File: config.mk
export PLATFORM = sky130hd
export DESIGN_NAME = if_stage
export DESIGN_NICKNAME = d
export VERILOG_FILES = /design/src/rtl/if_stage.sv
export SDC_FILE = /design/constraint.sdc
export NUM_CORES = 1
export LEC_CHECK = 0
export CORE_MARGIN = 2
export CORE_UTILIZATION = 25
export DETAILED_ROUTE_END_ITERATION = 8
export GPL_ROUTABILITY_DRIVEN = 0
export PLACE_DENSITY_LB_ADDON = 0.12
export SETUP_SLACK_MARGIN = 0.2
export SLEW_MARGIN = 20
export SYNTH_ARGS = -nofsm -noshare
export SYNTH_HDL_FRONTEND = slang
export SYNTH_SLANG_ARGS = --single-unit
File: constraint.sdc
create_clock -name clk -period 4.9 [get_ports clk]
set_clock_uncertainty 0.1 [all_clocks]
set_input_delay 0.49 -clock clk [delete_from_list [all_inputs] [get_ports clk]]
set_output_delay 0.49 -clock clk [all_outputs]
set_load 0.05 [all_outputs]
File: src/rtl/if_stage.sv
// rtl/if_stage.sv - instruction fetch stage: PC, fetch FSM, skid register, redirect latch, IF/ID register
// Optional macro IF_STAGE_FLUSH_EN: squash the instruction accepted while a redirect is active.
module if_stage #(
    parameter logic [31:0] RESET_PC = 32'h0000_0000
) (
    input  logic        clk,
    input  logic        rst,
    input  logic [1:0]  if_pc_source,
    input  logic [31:0] branch_addr,
    input  logic [31:0] jump_addr,
    input  logic        hazard,
    input  logic        pstop_i,
    output logic [31:0] imem_addr,
    output logic        imem_req,
    input  logic [31:0] imem_rdata,
    input  logic        imem_ack,
    output logic [31:0] IF_ID_instruction,
    output logic [31:0] IF_ID_next_i_addr,
    output logic        if_busy
);

    localparam logic [1:0] ST_IDLE  = 2'd0;
    localparam logic [1:0] ST_FETCH = 2'd1;
    localparam logic [1:0] ST_HOLD  = 2'd2;

    logic [1:0]  r_state;
    logic [31:0] r_pc;
    logic [31:0] r_skid;
    logic [31:0] r_redir_pc;
    logic        r_redir_pending;
    logic [31:0] r_if_id_instr;
    logic [31:0] r_if_id_nia;

    logic        w_stall;
    logic        w_src_active;
    logic [31:0] w_src_target;
    logic [31:0] w_pc_plus4;
    logic [31:0] w_next_pc;
    logic        w_accept;
    logic [31:0] w_fetched;
    logic [31:0] w_slot_instr;

    assign w_stall      = hazard | pstop_i;
    // Source 3 is an undefined encoding and behaves as sequential fetch.
    assign w_src_active = (if_pc_source == 2'd1) || (if_pc_source == 2'd2);
    assign w_src_target = (if_pc_source == 2'd1) ? branch_addr : jump_addr;
    assign w_pc_plus4   = r_pc + 32'd4;
    assign w_next_pc    = w_src_active    ? w_src_target :
                          r_redir_pending ? r_redir_pc   : w_pc_plus4;

    assign w_accept  = !w_stall && (((r_state == ST_FETCH) && imem_ack) || (r_state == ST_HOLD));
    assign w_fetched = (r_state == ST_HOLD) ? r_skid : imem_rdata;

`ifdef IF_STAGE_FLUSH_EN
    assign w_slot_instr = (w_src_active || r_redir_pending) ? 32'h0 : w_fetched;
`else
    assign w_slot_instr = w_fetched;
`endif

    assign imem_req          = (r_state == ST_FETCH);
    assign imem_addr         = r_pc;
    assign if_busy           = (r_state == ST_FETCH) && !imem_ack;
    assign IF_ID_instruction = r_if_id_instr;
    assign IF_ID_next_i_addr = r_if_id_nia;

    always_ff @(posedge clk or posedge rst) begin
        if (rst) begin
            r_state         <= ST_IDLE;
            r_pc            <= RESET_PC;
            r_skid          <= 32'h0;
            r_redir_pc      <= 32'h0;
            r_redir_pending <= 1'b0;
            r_if_id_instr   <= 32'h0;
            r_if_id_nia     <= 32'h0;
        end else begin
            case (r_state)
                ST_IDLE: r_state <= ST_FETCH;
                ST_FETCH: begin
                    if (imem_ack) begin
                        if (!w_stall) begin
                            r_if_id_instr <= w_slot_instr;
                            r_if_id_nia   <= w_pc_plus4;
                            r_pc          <= w_next_pc;
                        end else begin
                            r_skid  <= imem_rdata;
                            r_state <= ST_HOLD;
                        end
                    end else if (!w_stall) begin
                        r_if_id_instr <= 32'h0;
                    end
                end
                ST_HOLD: begin
                    if (!w_stall) begin
                        r_if_id_instr <= w_slot_instr;
                        r_if_id_nia   <= w_pc_plus4;
                        r_pc          <= w_next_pc;
                        r_state       <= ST_FETCH;
                    end
                end
                default: r_state <= ST_IDLE;
            endcase

            // Acceptance consumes any redirect, including one arriving this same cycle.
            if (w_accept) begin
                r_redir_pending <= 1'b0;
            end else if (w_src_active && !pstop_i) begin
                r_redir_pc      <= w_src_target;
                r_redir_pending <= 1'b1;
            end
        end
    end

endmodule

# Word-level counts from Yosys, hierarchy flattened
# Cells that the tools add are included.
[op_classes]
reduce_logical = 17
add_sub_neg = 1
n_mux = 20
bitwise_logic = 2
eq_ne = 8
[op_table]
columns = ["cell", "count"]
rows = [
  ["32-bit two-way mux", 11],
  ["32-bit case mux with 2 select lines", 3],
  ["32-bit by 3-bit adder with 32-bit output, second input constant", 1],
  ["2-bit two-way mux", 3],
  ["2-bit case mux with 3 select lines", 1],
  ["2-bit AND reduction", 3],
  ["3-bit AND reduction", 2],
  ["2-bit by 1-bit == test with 1-bit output, second input constant", 2],
  ["2-bit == test, second input constant", 2],
  ["1-bit logical AND", 4],
  ["2-bit by 1-bit inequality test with 1-bit output, second input constant", 2],
  ["2-bit nonzero test", 2],
  ["1-bit logical NOT", 3],
  ["3-bit inequality test, second input constant", 1],
  ["2-bit logical NOT", 1],
  ["1-bit logical OR", 2],
  ["1-bit two-way mux", 2],
  ["2-bit inequality test, second input constant", 1],
  ["1-bit inverter", 1],
  ["1-bit OR", 1],
]
[word_totals]
ff_bits = 163
input_bits = 103
output_inout_bits = 98
elab_cells = 55

# Longest topological paths before layout
[logic_depth]
word_depth = 6
mapped_depth = 9
depth_no_buf = 7

# Worst setup path before layout
# Ideal clock, no wire load.
[synth_timing]
path_type = "register to register"
from = "register r_pc[2] (netlist: imem_addr[2])"
to = "register r_pc[16] (netlist: imem_addr[16])"
synth_period_minus_slack_ns = 2.471
t_required_ns = 4.674
setup_time_ns = 0.126
path_buffers = 0
t_arrival_ns = 2.244
setup_slack_ns = 2.429
stages_incl_launch_ff = 6
path_cell_list = "dfrtp_1 ha_1 nand2_1 or2_1 or4_4 a311o_1"
[synth_between]
elab_chain_len = 6
[synth_rtl]
columns = ["element", "line", "rtl"]
rows = [
  ["start, declared", "27", "logic [31:0] r_pc;"],
  ["start signal, assigned", "83", "r_pc <= w_next_pc;"],
  ["start signal, assigned", "96", "r_pc <= w_next_pc;"],
  ["32-bit by 3-bit adder with 32-bit output (*)", "47", "assign w_pc_plus4 = r_pc + 32'd4;"],
  ["32-bit two-way mux (*)", "49", "r_redir_pending ? r_redir_pc : w_pc_plus4;"],
  ["32-bit two-way mux (*)", "48", "assign w_next_pc = w_src_active ? w_src_target :"],
  ["32-bit two-way mux (*)", "80, 93", ""],
  ["32-bit two-way mux", "79", "if (imem_ack) begin"],
  ["32-bit case mux with 2 select lines (*)", "76", "case (r_state)"],
]
# Every way passes the cells marked *; elsewhere a longest branch is shown, timed or not. The select of a mux whose other input is x is not followed.
# A chain may end at the register's enable or synchronous reset.

# Worst setup path in the final report
[layout_timing]
from = "input imem_ack"
to = "output if_busy"
[layout_between]
elab_chain_len = 2
[layout_rtl]
columns = ["element", "line", "rtl"]
rows = [
  ["start, declared", "16", "input logic imem_ack,"],
  ["1-bit logical NOT", "62", "assign if_busy = (r_state == ST_FETCH) && !imem_ack;"],
  ["1-bit logical AND", "62", ""],
  ["end, declared", "19", "output logic if_busy"],
]
# No other way between the ends.

==> results.cfg <==
[setup_path]
required_ns = 4.31
critPathTopFamily = buffers and inverters
path_max_fanout = 36
r2r_setup_slack_ns = 2.05
cp.arrival_ns = 2.50
cp_slowest_stage_delay_ns = 0.75
path_buf_inv = 4
crit_type = input pin to output port
critPathLaunch = imem_ack
critPathMostFrequentCell = clkdlybuf4s50_1
timing.rr.end = imem_addr[8]
rr_worst_depth = 8
cp_slowest_cell = clkdlybuf4s50_1
worstSetupPathDepth = 5
crit-reg2reg-launch = r_state[0]
critical_path.cell_chain = clkdlybuf4s50_1 > buf_4 > nand2b_1 > inv_1 > clkdlybuf4s50_1
crit_path_start_kind = input pin
cp-end-kind = output port

[finish]
design_area_um2 = 11300
final_util = 0.348
layout_common_cells = 200 x clkdlybuf4s50_1, 163 x dfrtp_1, 112 x o21ai_0
nets = 1123
synthToLayoutAreaGrowth_pct = 37.5
final_layout_size_suffix_gt1_frac = 0.0935
mostFrequentLayoutCell = clkdlybuf4s50_1

[floorplanning]
fp-row-count = 66
core_area_um2 = 32500
ios = 201
initial_core_util = 0.253
fp.dieH_um = 186
die_w_um = 186
dieArea_um2 = 34400

[power]
power_density_nw_per_um2 = 675
internal_power_uw = 4120
switchingPower_uw = 3530
total_power_uw = 7650
pwr-share-seq = 0.324
p_sw_frac = 0.462
clkPwrFrac = 0.182
pwr-share-comb = 0.494
ir_drop_v = 0.000351
p_leak_uw = 0.00456

[clock_tree]
cts_setup_buffers = 0
cts_root_buf = clkbuf_16
clock_latency_ns = 0.42
cts_inserted_buffers = 17
clk_path_buf_depth = 2
clkSlewWorstSetupHoldPaths_ns = 0.08
cts_hold_buffers = 0
clock-sinks = 163
htreeDepth = 4
ctsResizeCount = 0
cts_tree = yes

[global_route]
grt_pass1_vias = 6825
antenna_found_initial = 4
grt-ovfl-total = 0
grt_pass1_wl_mm = 41.6
grt_max_degree = 103
grt_usage = 0.158

[yosys]
ys.flop_type = dfrtp_1
seq_area_frac_synth = 0.495
netlist_area_um2 = 8240
postSynth.asyncResetShare = 1.00
avgSynthCellArea_um2 = 9.78
synth-seq-cells = 163
synth_edf_count = 0
yosys_warnings = 0
yosysUniqueCellTypes = 48
synth_cells = 843
syn-num-nets = 952

[sta]
clock.fmax_ghz = 0.323
hold_viol = 0
min_period_ns = 3.09
relSlewSlack = 0.327
grt_setup_unrepaired = false
tightest_slew_ns = 1.01
setup_viol = 0
finalMaxSlewViolations = 0
tns_ns = 0
fin_crit_sh = 0.631
setup_slack_ns = 1.81

[placement]
place_worst_setup_slack_ns = 1.71
hpwl_mm = 18.4
post_dp_cell_area_um2 = 10700
portBuffers = 200

[detailed_routing]
drc = 0
drtIter0Drc = 335
detail_route.first_pass.iterations = 4
vias = 6835
wl_mm = 26.6
vias_per_cell = 4.65
routedWlPerCell_um = 18.1
ant_nets = 0

[status]
status = finished clean

[run]
drv_cap = 0

[min_path]
hold_path.class = input pin to asynchronous set/reset pin
-- area by class of cell --
type / instances / area (um2)
multi-input cells: 602 / 3900
inverters: 13 / 52.6
well taps: 442 / 553
clock inverters: 14 / 164
clock buffers: 18 / 429
fillers: 3366 / 21200
repair buffers: 217 / 2150
flip-flops and latches: 163 / 4080
diodes: 1 / 2.50
-- worst register-to-register path: stages, from the launching register on --
cell     delay [ns]
dfrtp_1        0.40
inv_1          0.08
ha_1           0.36
nor3b_2        0.22
buf_4          0.31
and2_1         0.59
buf_4          0.29
o21ai_0        0.13
a22o_1         0.26
-- kinds of logic after synthesis --
group | count (synthesis) | synth area share
buffers and inverters | 78 | 0.0372
muxes | 90 | 0.114
and+or+nand+nor | 222 | 0.121
xor gates and xnor gates | 28 | 0.0298
DFF | 163 | 0.495
adders and majority gates | 6 | 0.00911
AOI/OAI and AO/OA | 256 | 0.194
-- per-layer routing --
layer,wire length (um),global-route usage,share of wire
met5,38,0,0.0014
met1,12800,0.221,0.48
met3,1670,0.0440,0.063
met4,99,0.0293,0.0037
met2,12000,0.245,0.45
-- sequential cells by signal, summed over array words and instances, names as in the netlist --
| signal | count |
|---|---|
| imem_addr | 32 |
| r_state | 2 |
| IF_ID_instruction | 32 |
| IF_ID_next_i_addr | 32 |
| r_redir_pending | 1 |
| r_skid | 32 |
| r_redir_pc | 32 |
-- synthesized netlist by cell type, types with 4 or more instances --
library cell  instances  area, um2
a21o_1                5       37.5
a21oi_1              39        195
a221oi_1              8       70.1
a22o_1                7       61.3
a31oi_1               4       25.0
and2_1                4       25.0
and3_1                5       31.3
and4_1                4       35.0
buf_1                10       37.5
buf_2                 5       25.0
clkbuf_1             48        180
dfrtp_1             163       4080
ha_1                  6       75.1
inv_1                13       48.8
mux2_2               34        383
mux2i_1              56        561
nand2_1              96        360
nand3_1              15       75.1
nand4_1               6       37.5
nor2_1               71        267
nor3_1                5       25.0
nor4_1                4       25.0
o21a_1               11       82.6
o21ai_0             113        566
o22a_1               22        193
o22ai_1              15       93.8
o2bb2ai_1             8       70.1
o31a_1                8       70.1
o31ai_1               4       30.0
xnor2_1              18        158
xor2_1               10       87.6
-- per-stage QoR --
step	cells	hold WS, ns
after floorplan	843	0.350
after global placement	1437	0.362
after detailed placement	1437	0.365
after CTS	1469	0.212
after global routing	1469	0.224
final	1470	0.226
-- power by group through the flow --
stage	Clock [uW]	Sequential (uW)	Combinational (uW)
finish	1390	2480	3780
global route	1500	2580	4070
CTS	1440	2490	3840
detailed placement	0	2510	3830
global placement	0	2500	3790
floorplan	0	3550	1410
-- worst max path at each step --
stage,to,slack [ns]
after floorplan,IF_ID_instruction[0],2.24
after global placement,imem_addr[16],1.77
after detailed placement,imem_addr[16],1.71
after CTS,if_busy,1.81
after global routing,if_busy,1.76
final,if_busy,1.81
(Power assumes the default switching activity.)
